--- src/rtl/sram_bus_ctrl.sv ---
`timescale 1ns/1ps
// Host-side controller for a 256x8 asynchronous SRAM: turns valid/ready requests
// into registered cs/wr/rd strobe sequences with parameterised setup/pulse/hold.
module sram_bus_ctrl #(
  parameter int unsigned SETUP_CYC = 1,
  parameter int unsigned PULSE_CYC = 2,
  parameter int unsigned HOLD_CYC  = 1
) (
  input  logic       clk,
  input  logic       rst_n,
  input  logic       req_valid,
  output logic       req_ready,
  input  logic       req_we,
  input  logic [7:0] req_addr,
  input  logic [7:0] req_wdata,
  output logic       rsp_valid,
  input  logic       rsp_ready,
  output logic [7:0] rsp_rdata,
  output logic       sram_cs,
  output logic       sram_wr,
  output logic       sram_rd,
  output logic [7:0] sram_addr,
  output logic [7:0] sram_din,
  input  logic [7:0] sram_dout
);

  if (SETUP_CYC < 1 || SETUP_CYC > 255 || PULSE_CYC < 1 || PULSE_CYC > 255 ||
      HOLD_CYC < 1 || HOLD_CYC > 255) begin : g_param_check
    $error("sram_bus_ctrl: SETUP_CYC, PULSE_CYC and HOLD_CYC must be in 1..255");
  end

  localparam logic [7:0] SETUP_LD = 8'(SETUP_CYC);
  localparam logic [7:0] PULSE_LD = 8'(PULSE_CYC);
  localparam logic [7:0] HOLD_LD  = 8'(HOLD_CYC);

  typedef enum logic [2:0] {
    ST_IDLE   = 3'd0,
    ST_SETUP  = 3'd1,
    ST_STROBE = 3'd2,
    ST_HOLD   = 3'd3,
    ST_RESP   = 3'd4
  } state_t;

  state_t     state_r, state_s;
  logic [7:0] cnt_r, cnt_s;
  logic       cnt_last_s;
  logic       accept_s;
  logic       capture_s;
  logic       we_r;
  logic       req_ready_r;
  logic       rsp_valid_r;
  logic [7:0] rsp_rdata_r;
  logic       sram_cs_r;
  logic       sram_wr_r;
  logic       sram_rd_r;
  logic [7:0] sram_addr_r;
  logic [7:0] sram_din_r;

  assign cnt_last_s = (cnt_r == 8'd1);

  // Next-state and shared phase counter; one counter is reloaded at each phase change.
  always_comb begin
    state_s   = state_r;
    cnt_s     = cnt_r;
    accept_s  = 1'b0;
    capture_s = 1'b0;
    case (state_r)
      ST_IDLE: begin
        if (req_valid && req_ready_r) begin
          accept_s = 1'b1;
          state_s  = ST_SETUP;
          cnt_s    = SETUP_LD;
        end else begin
          state_s = ST_IDLE;
        end
      end
      ST_SETUP: begin
        if (cnt_last_s) begin
          state_s = ST_STROBE;
          cnt_s   = PULSE_LD;
        end else begin
          cnt_s = cnt_r - 8'd1;
        end
      end
      ST_STROBE: begin
        if (cnt_last_s) begin
          state_s   = ST_HOLD;
          cnt_s     = HOLD_LD;
          capture_s = !we_r;
        end else begin
          cnt_s = cnt_r - 8'd1;
        end
      end
      ST_HOLD: begin
        if (cnt_last_s) begin
          state_s = we_r ? ST_IDLE : ST_RESP;
          cnt_s   = 8'd0;
        end else begin
          cnt_s = cnt_r - 8'd1;
        end
      end
      ST_RESP: begin
        if (rsp_ready) begin
          state_s = ST_IDLE;
        end else begin
          state_s = ST_RESP;
        end
      end
      default: begin
        state_s = ST_IDLE;
        cnt_s   = 8'd0;
      end
    endcase
  end

  // State and counter registers.
  always_ff @(posedge clk) begin
    if (!rst_n) begin
      state_r <= ST_IDLE;
      cnt_r   <= 8'd0;
    end else begin
      state_r <= state_s;
      cnt_r   <= cnt_s;
    end
  end

  // Outputs are decoded from the next state so every pin changes exactly on a clock edge.
  always_ff @(posedge clk) begin
    if (!rst_n) begin
      we_r        <= 1'b0;
      req_ready_r <= 1'b0;
      rsp_valid_r <= 1'b0;
      rsp_rdata_r <= 8'h00;
      sram_cs_r   <= 1'b0;
      sram_wr_r   <= 1'b1;
      sram_rd_r   <= 1'b1;
      sram_addr_r <= 8'h00;
      sram_din_r  <= 8'h00;
    end else begin
      req_ready_r <= (state_s == ST_IDLE);
      rsp_valid_r <= (state_s == ST_RESP);
      sram_cs_r   <= (state_s == ST_SETUP) || (state_s == ST_STROBE) || (state_s == ST_HOLD);
      sram_wr_r   <= !((state_s == ST_STROBE) && we_r);
      sram_rd_r   <= !((state_s == ST_STROBE) && !we_r);
      if (accept_s) begin
        we_r        <= req_we;
        sram_addr_r <= req_addr;
        if (req_we) begin
          sram_din_r <= req_wdata;
        end
      end
      // Sample while rd is still low, on the edge that ends the pulse.
      if (capture_s) begin
        rsp_rdata_r <= sram_dout;
      end
    end
  end

  assign req_ready = req_ready_r;
  assign rsp_valid = rsp_valid_r;
  assign rsp_rdata = rsp_rdata_r;
  assign sram_cs   = sram_cs_r;
  assign sram_wr   = sram_wr_r;
  assign sram_rd   = sram_rd_r;
  assign sram_addr = sram_addr_r;
  assign sram_din  = sram_din_r;

endmodule

--- config.mk ---
export PLATFORM = sky130hd
export DESIGN_NAME = sram_bus_ctrl
export DESIGN_NICKNAME = d
export VERILOG_FILES = /design/src/rtl/sram_bus_ctrl.sv
export SDC_FILE = /design/constraint.sdc
export NUM_CORES = 1
export LEC_CHECK = 0
export ABC_AREA = 1
export ABC_CLOCK_PERIOD_IN_PS = 3420
export CORE_MARGIN = 2
export CORE_UTILIZATION = 40
export CTS_CLUSTER_SIZE = 30
export DETAILED_ROUTE_END_ITERATION = 8
export MAX_ROUTING_LAYER = met4
export PLACE_DENSITY = 0.68
export SLEW_MARGIN = 20
export SYNTH_ARGS = -nofsm -noshare
export SYNTH_HDL_FRONTEND = slang
export SYNTH_SLANG_ARGS = --single-unit
--- constraint.sdc ---
create_clock -name clk -period 3.42 [get_ports clk]
set_input_delay 0.513 -clock clk [delete_from_list [all_inputs] [get_ports clk]]
set_output_delay 0.513 -clock clk [all_outputs]
set_load 0.02 [all_outputs]
==> results_dict.tcl, run 1 <==
set metrics [dict create \
    dr.first_iter.drc_count 61 \
    dp.cells 331 \
    clkSlewWorstSetupHoldPaths_ns 0.07 \
    die_w_um 70.4 \
    placed_area_um2 2360 \
    drc_errors 0 \
    max_freq_mhz 559 \
    synth_common_cells "nor2_1 (51), dfxtp_1 (41), nand2_1 (33)" \
    cts_max_level 2 \
    ant_nets 0 \
    row_count 24 \
    syn_nets 258 \
    synth_xor_area_share_pct 0.994 \
    avgSynthCellArea_um2 7.77 \
    maxSlewHeadroom_pct 70.1 \
    synth_most_common_cell "nor2_1" \
    path_cells "clkdlybuf4s50_1" \
    core_area_um2 4290 \
    drive_gt1_share_pct 11.5 \
    place_congestion 0.771 \
    p_leak_nw 0.987 \
    die_area_um2 4950 \
    initial_core_util_pct 41.1 \
    syn-instance-count 227 \
    hp-start "sram_din[1]" \
    synthMuxAreaShare_pct 0 \
    tns_ns 0 \
    cp.required_ns 2.91 \
    synth_area_leaders "dfxtp_1 (47%), nor2_1 (11%), nand2_1 (7.0%)" \
    regToRegStartpoint "cnt_r[0]" \
    cts_tree "yes" \
    numPortBuffers 57 \
    crit_arrival_ns 1.27 \
    synth_compound_area_share_pct 9.58 \
    synth_top_family_by_area "simple AND/OR/NAND/NOR gates" \
    layout_min_cycle_time_ns 1.79 \
    crit_fanout 2 \
    rsz0062_at_grt "false" \
    startpoint "req_ready" \
    worst_skew_pair.late_latency_ns 0.29 \
    worstMarginPinSlew_ns 0.445 \
    synth_simple_gate_area_share_pct 35.1 \
    numCtsBuffers 5 \
    io_pins 58 \
    vias_per_cell 4.67 \
    setup_slack_ns 1.63 \
    worst-path-buf-inv 1 \
    startpoint_type "flip-flop" \
    rrSetupSlack_ns 1.87 \
    post_cts_buffers 0 \
    grt_pass1_wl_um 6600 \
    cts_root_buffer "clkbuf_8" \
    hold_violations 0 \
    yosys.area_share.adder_pct 1.42 \
    antenna_cells 0 \
    endpoint_kind "output port" \
    powerDensity_nw_per_um2 439 \
    setup_viol 0 \
    cts_hold_buf 0 \
    cts_resized 0 \
    yosysSeqAreaShare_pct 46.6 \
    synth_edf_count 0 \
    grt_overflow 0 \
    vias 1583 \
    drv_slew 0 \
    cts_buffer_depth 2 \
    syn-cell-area_um2 1760 \
    area_growth_pct 39.0 \
    status "finished clean" \
    slowest_delay_ns 0.62 \
    ys_ff_latch 41 \
    die_h_um 70.4 \
    ys.flop_type "dfxtp_1" \
    yosys_warnings 0 \
    yosys.cell_types.count 30 \
    cts.sinks 41 \
    dpl.hpwl_um 2760 \
    final_cells 339 \
    post-route-util_pct 57.1 \
    path_class "flip-flop to output port" \
    synthDominantCellAreaShare_pct 46.6 \
    slowest_stage "clkdlybuf4s50_1" \
    wl_per_cell_um 11.3 \
    maxCapViolations 0 \
    wirelength_um 3850 \
    grt_pass1_vias 1463 \
    nets 317 \
    fin_area_um2 2450 \
    grt_max_degree 21 \
    async_flop_share_pct 0 \
    worst_path_dominant_cell_family "buffers and inverters" \
    hp-class "flip-flop to flip-flop" \
    first_pass_iters 4 \
    synth_top_area_cell "dfxtp_1" \
    grt_use_total_pct 17.0 \
    antenna_found_initial 0 \
    finClkSkew_ns 0.00319 \
    peakVddDrop_mv 0.275 \
    min_period_over_period_pct 52.3 \
    dp_slack_ns 1.43 \
]
==> placed cells by master, fill, tap and decap left out, types with 2 or more instances in the layout <==
master,netlist,final
nor2_2,2,2
nor2_4,2,2
inv_2,5,5
a21oi_1,12,12
nand2_1,33,33
a21oi_2,2,2
nor3_1,3,3
nand3_1,22,22
clkdlybuf4s50_1,0,57
clkinv_2,0,2
nand2_2,4,4
o21ai_0,17,17
ha_1,2,2
nand3_2,2,2
inv_1,11,11
nor3b_2,2,2
nor2_1,51,51
clkbuf_8,0,5
dfxtp_1,41,41
==> cells by family after synthesis <==
logic type,Yosys count
and+or+nand+nor,126
xor gates and xnor gates,2
buffers and inverters,24
AOI/OAI and AO/OA,32
DFF,41
adders and majority gates,2
==> routing by layer <==
layer,vias to the layer above,global-route usage [%],wire length (µm)
met5,-,-,0
met3,5,5.77,296
li1,844,-,-
met1,689,23.0,1900
met2,45,23.9,1600
met4,0,5.13,53
==> sequential cells by signal, summed over array words and instances, names as in the netlist <==
register / count
sram_rd: 1
sram_cs: 1
sram_din: 8
sram_addr: 8
rsp_valid: 1
rsp_rdata: 8
sram_wr: 1
cnt_r: 8
state_r: 3
we_r: 1
req_ready: 1
==> final timing paths <==
kind                      end  depth (start not counted)
setup / recovery    req_ready                          1
hold / removal    sram_din[1]                          2
setup reg to reg      sram_rd                          8
hold reg to reg   sram_din[1]                          2
==> area by class of cell <==
| cell class | instances | area, µm² |
|---|---|---|
| fill | 420 | 1840 |
| sequential | 41 | 821 |
| clock inverter | 3 | 17.5 |
| multi-input combinational | 162 | 830 |
| timing repair buffer | 58 | 578 |
| tap | 52 | 65.1 |
| inverter | 18 | 70.1 |
| clock buffer | 5 | 68.8 |
==> where the power goes <==
part           internal [mW]  switching [mW]
combinational          0.108           0.132
sequential             0.507          0.0236
clock                  0.141           0.165
==> per-stage QoR <==
| stage | hold slack, ns | power [mW] |
|---|---|---|
| 4_1_cts | 0.469 | 1.08 |
| 5_1_grt | 0.484 | 1.13 |
| 3_5_place_dp | 0.458 | 0.782 |
| 6_report | 0.466 | 1.08 |
| 2_1_floorplan | 0.452 | 0.697 |
| 3_3_place_gp | 0.454 | 0.780 |
Note: power is estimated with default switching activity, not from simulation.
==> run 2, diff against run 1 <==
--- a/config.mk
+++ b/config.mk
@@ -6,13 +6,13 @@
 export NUM_CORES = 1
 export LEC_CHECK = 0
 export ABC_AREA = 1
-export ABC_CLOCK_PERIOD_IN_PS = 3420
+export ABC_CLOCK_PERIOD_IN_PS = 1450
 export CORE_MARGIN = 2
 export CORE_UTILIZATION = 40
 export CTS_CLUSTER_SIZE = 30
 export DETAILED_ROUTE_END_ITERATION = 8
 export MAX_ROUTING_LAYER = met4
-export PLACE_DENSITY = 0.68
+export PLACE_DENSITY = 0.71
 export SLEW_MARGIN = 20
 export SYNTH_ARGS = -nofsm -noshare
 export SYNTH_HDL_FRONTEND = slang
==> constraint.sdc (replaced) <==
create_clock -name clk -period 1.45 [get_ports clk]
set_input_delay 0.2175 -clock clk [delete_from_list [all_inputs] [get_ports clk]]
set_output_delay 0.2175 -clock clk [all_outputs]
set_load 0.02 [all_outputs]
==> run 2 against run 1 <==
Against the previous run: register-to-register slack worse by 1.8 ns; critical path type unchanged; cell count increased by 5.0%; largest cell class unchanged; via count grew 7.5%; largest power group unchanged; non-clock buffer count is 17 higher; critical path depth did not move; combinational power rose to 2.8 times the previous value; highest routed layer unchanged; hold slack gained 0.0013 ns; wire length is 13% higher.
==> results_dict.tcl, run 2 (synthesis results as in run 1) <==
set metrics [dict create \
    die_h_um 70.4 \
    wl_per_cell_um 12.3 \
    hold_violations 0 \
    maxSlewHeadroom_pct 77.5 \
    powerDensity_nw_per_um2 1070 \
    crit_fanout 1 \
    power_frac_comb_pct 23.4 \
    fill_cells 409 \
    place_congestion 0.770 \
    p_leak_nw 1.27 \
    path_cells "clkdlybuf4s50_1" \
    maxCapViolations 0 \
    cts_max_level 2 \
    worst_path_dominant_cell_family "buffers and inverters" \
    crit_arrival_ns 1.19 \
    peakVddDrop_mv 0.613 \
    cts_tree "yes" \
    drc_errors 0 \
    startpoint_type "flip-flop" \
    clkSlewWorstSetupHoldPaths_ns 0.08 \
    path_class "flip-flop to output port" \
    antenna_found_initial 0 \
    max_freq_mhz 712 \
    min_period_over_period_pct 96.9 \
    grt_max_degree 13 \
    grt_pass1_wl_um 7130 \
    initial_core_util_pct 41.1 \
    io_pins 58 \
    slowest_delay_ns 0.59 \
    fin_area_um2 2680 \
    worstMarginPinSlew_ns 0.334 \
    area_growth_pct 51.9 \
    vias_per_cell 4.78 \
    grt_overflow 0 \
    grt_pass1_vias 1609 \
    first_pass_iters 4 \
    endpoint_kind "output port" \
    total_power_mw 2.87 \
    final_cell_mix "nor2_1 (49), dfxtp_1 (39), nand2_1 (33)" \
    drive_gt1_share_pct 20.7 \
    layout_min_cycle_time_ns 1.41 \
    numCtsBuffers 5 \
    rsz0062_at_grt "true" \
    die_area_um2 4950 \
    cp.required_ns 1.23 \
    setup_viol 0 \
    core_area_um2 4290 \
    wirelength_um 4370 \
    placed_area_um2 2470 \
    slowest_stage "clkdlybuf4s50_1" \
    p_seq_share_pct 43.7 \
    cts_buffer_depth 2 \
    hp-class "flip-flop to flip-flop" \
    dr.first_iter.drc_count 90 \
    ant_nets 0 \
    vias 1701 \
    die_w_um 70.4 \
    switching_share_pct 28.2 \
    cts_root_buffer "clkbuf_8" \
    worst_skew_pair.late_latency_ns 0.29 \
    dpl.hpwl_um 3040 \
    antenna_cells 0 \
    worst-path-buf-inv 1 \
    switching_power_mw 0.810 \
    numPortBuffers 57 \
    drv_slew 0 \
    clock_power_share_pct 32.9 \
    status "finished clean" \
    finClkSkew_ns 0.00425 \
    cts_hold_buf 0 \
    p_int_mw 2.06 \
    grt_use_total_pct 18.3 \
    row_count 24 \
    cts.sinks 41 \
    nets 334 \
    final_common_cell "nor2_1" \
]
[run 2: changes by cell type in the layout (fill, tap and decap cells not counted), sizes merged]
cell / change
bufinv: +1
clkdlybuf4s50: -28
clkinvlp: -1
dlygate4sd2: +22
clkbuf: +2
clkinv: -2
dlymetal6s2s: +6
buf: +17
[run 2: metal layers]
metal	vias to the layer above	GRT usage [%]	wire length [µm]
li1	884	-	-
met1	764	23.0	1990
met4	0	5.56	53
met3	6	5.34	175
met2	47	28.5	2140
met5	-	-	0
[run 2: power by group through the flow]
stage          clock network (mW)  registers [mW]  logic, mW
5_1_grt                      1.03            1.26      0.743
4_1_cts                     0.970            1.25      0.599
2_1_floorplan                   0            1.31      0.332
3_3_place_gp                    0            1.28      0.605
3_5_place_dp                    0            1.28      0.612
6_report                    0.946            1.25      0.672
[run 2: stage by stage]
step / setup slack, ns / hold WS, ns / instances / TNS (ns) / util [%]
5_1_grt: -0.0636 / 0.485 / 356 / -0.305 / 62.4
6_report: 0.0447 / 0.468 / 356 / 0 / 62.4
4_1_cts: -0.00455 / 0.469 / 353 / -0.00524 / 59.7
3_5_place_dp: -0.0471 / 0.460 / 345 / -0.202 / 57.5
2_1_floorplan: 0.121 / 0.352 / 227 / 0 / -
3_3_place_gp: -0.00180 / 0.456 / 345 / -0.00461 / 57.5
[run 2: path summary, 6_finish.rpt]
path | to | slack, ns | from | depth (start not counted)
worst max-delay path | rsp_valid | 0.04 | rsp_valid | 1
worst max register to register | cnt_r[0] | 0.05 | cnt_r[1] | 10
worst min-delay path | sram_din[1] | 0.47 | sram_din[1] | 2
worst min register to register | sram_din[1] | 0.47 | sram_din[1] | 2
[run 2: what timing repair did]
| item | 4_1_cts | 5_1_grt |
|---|---|---|
| setup buffers | 0 | 3 |
| pin swaps | 0 | 8 |
| endpoints found under the setup margin | 24 | 28 |
| cloned | 0 | 0 |
| resized for setup | 23 | 28 |
[run 2: final cells by class]
cell class                      instances  area, µm²  area share, %
Multi-Input combinational cell        162        897           33.5
Sequential cell                        41        823           30.7
Timing Repair Buffer                   75        706           26.4
Clock buffer                            7       86.3           3.22
Inverter                               18       70.1           2.62
Tap cell                               52       65.1           2.43
Clock inverter                          1       30.0           1.12
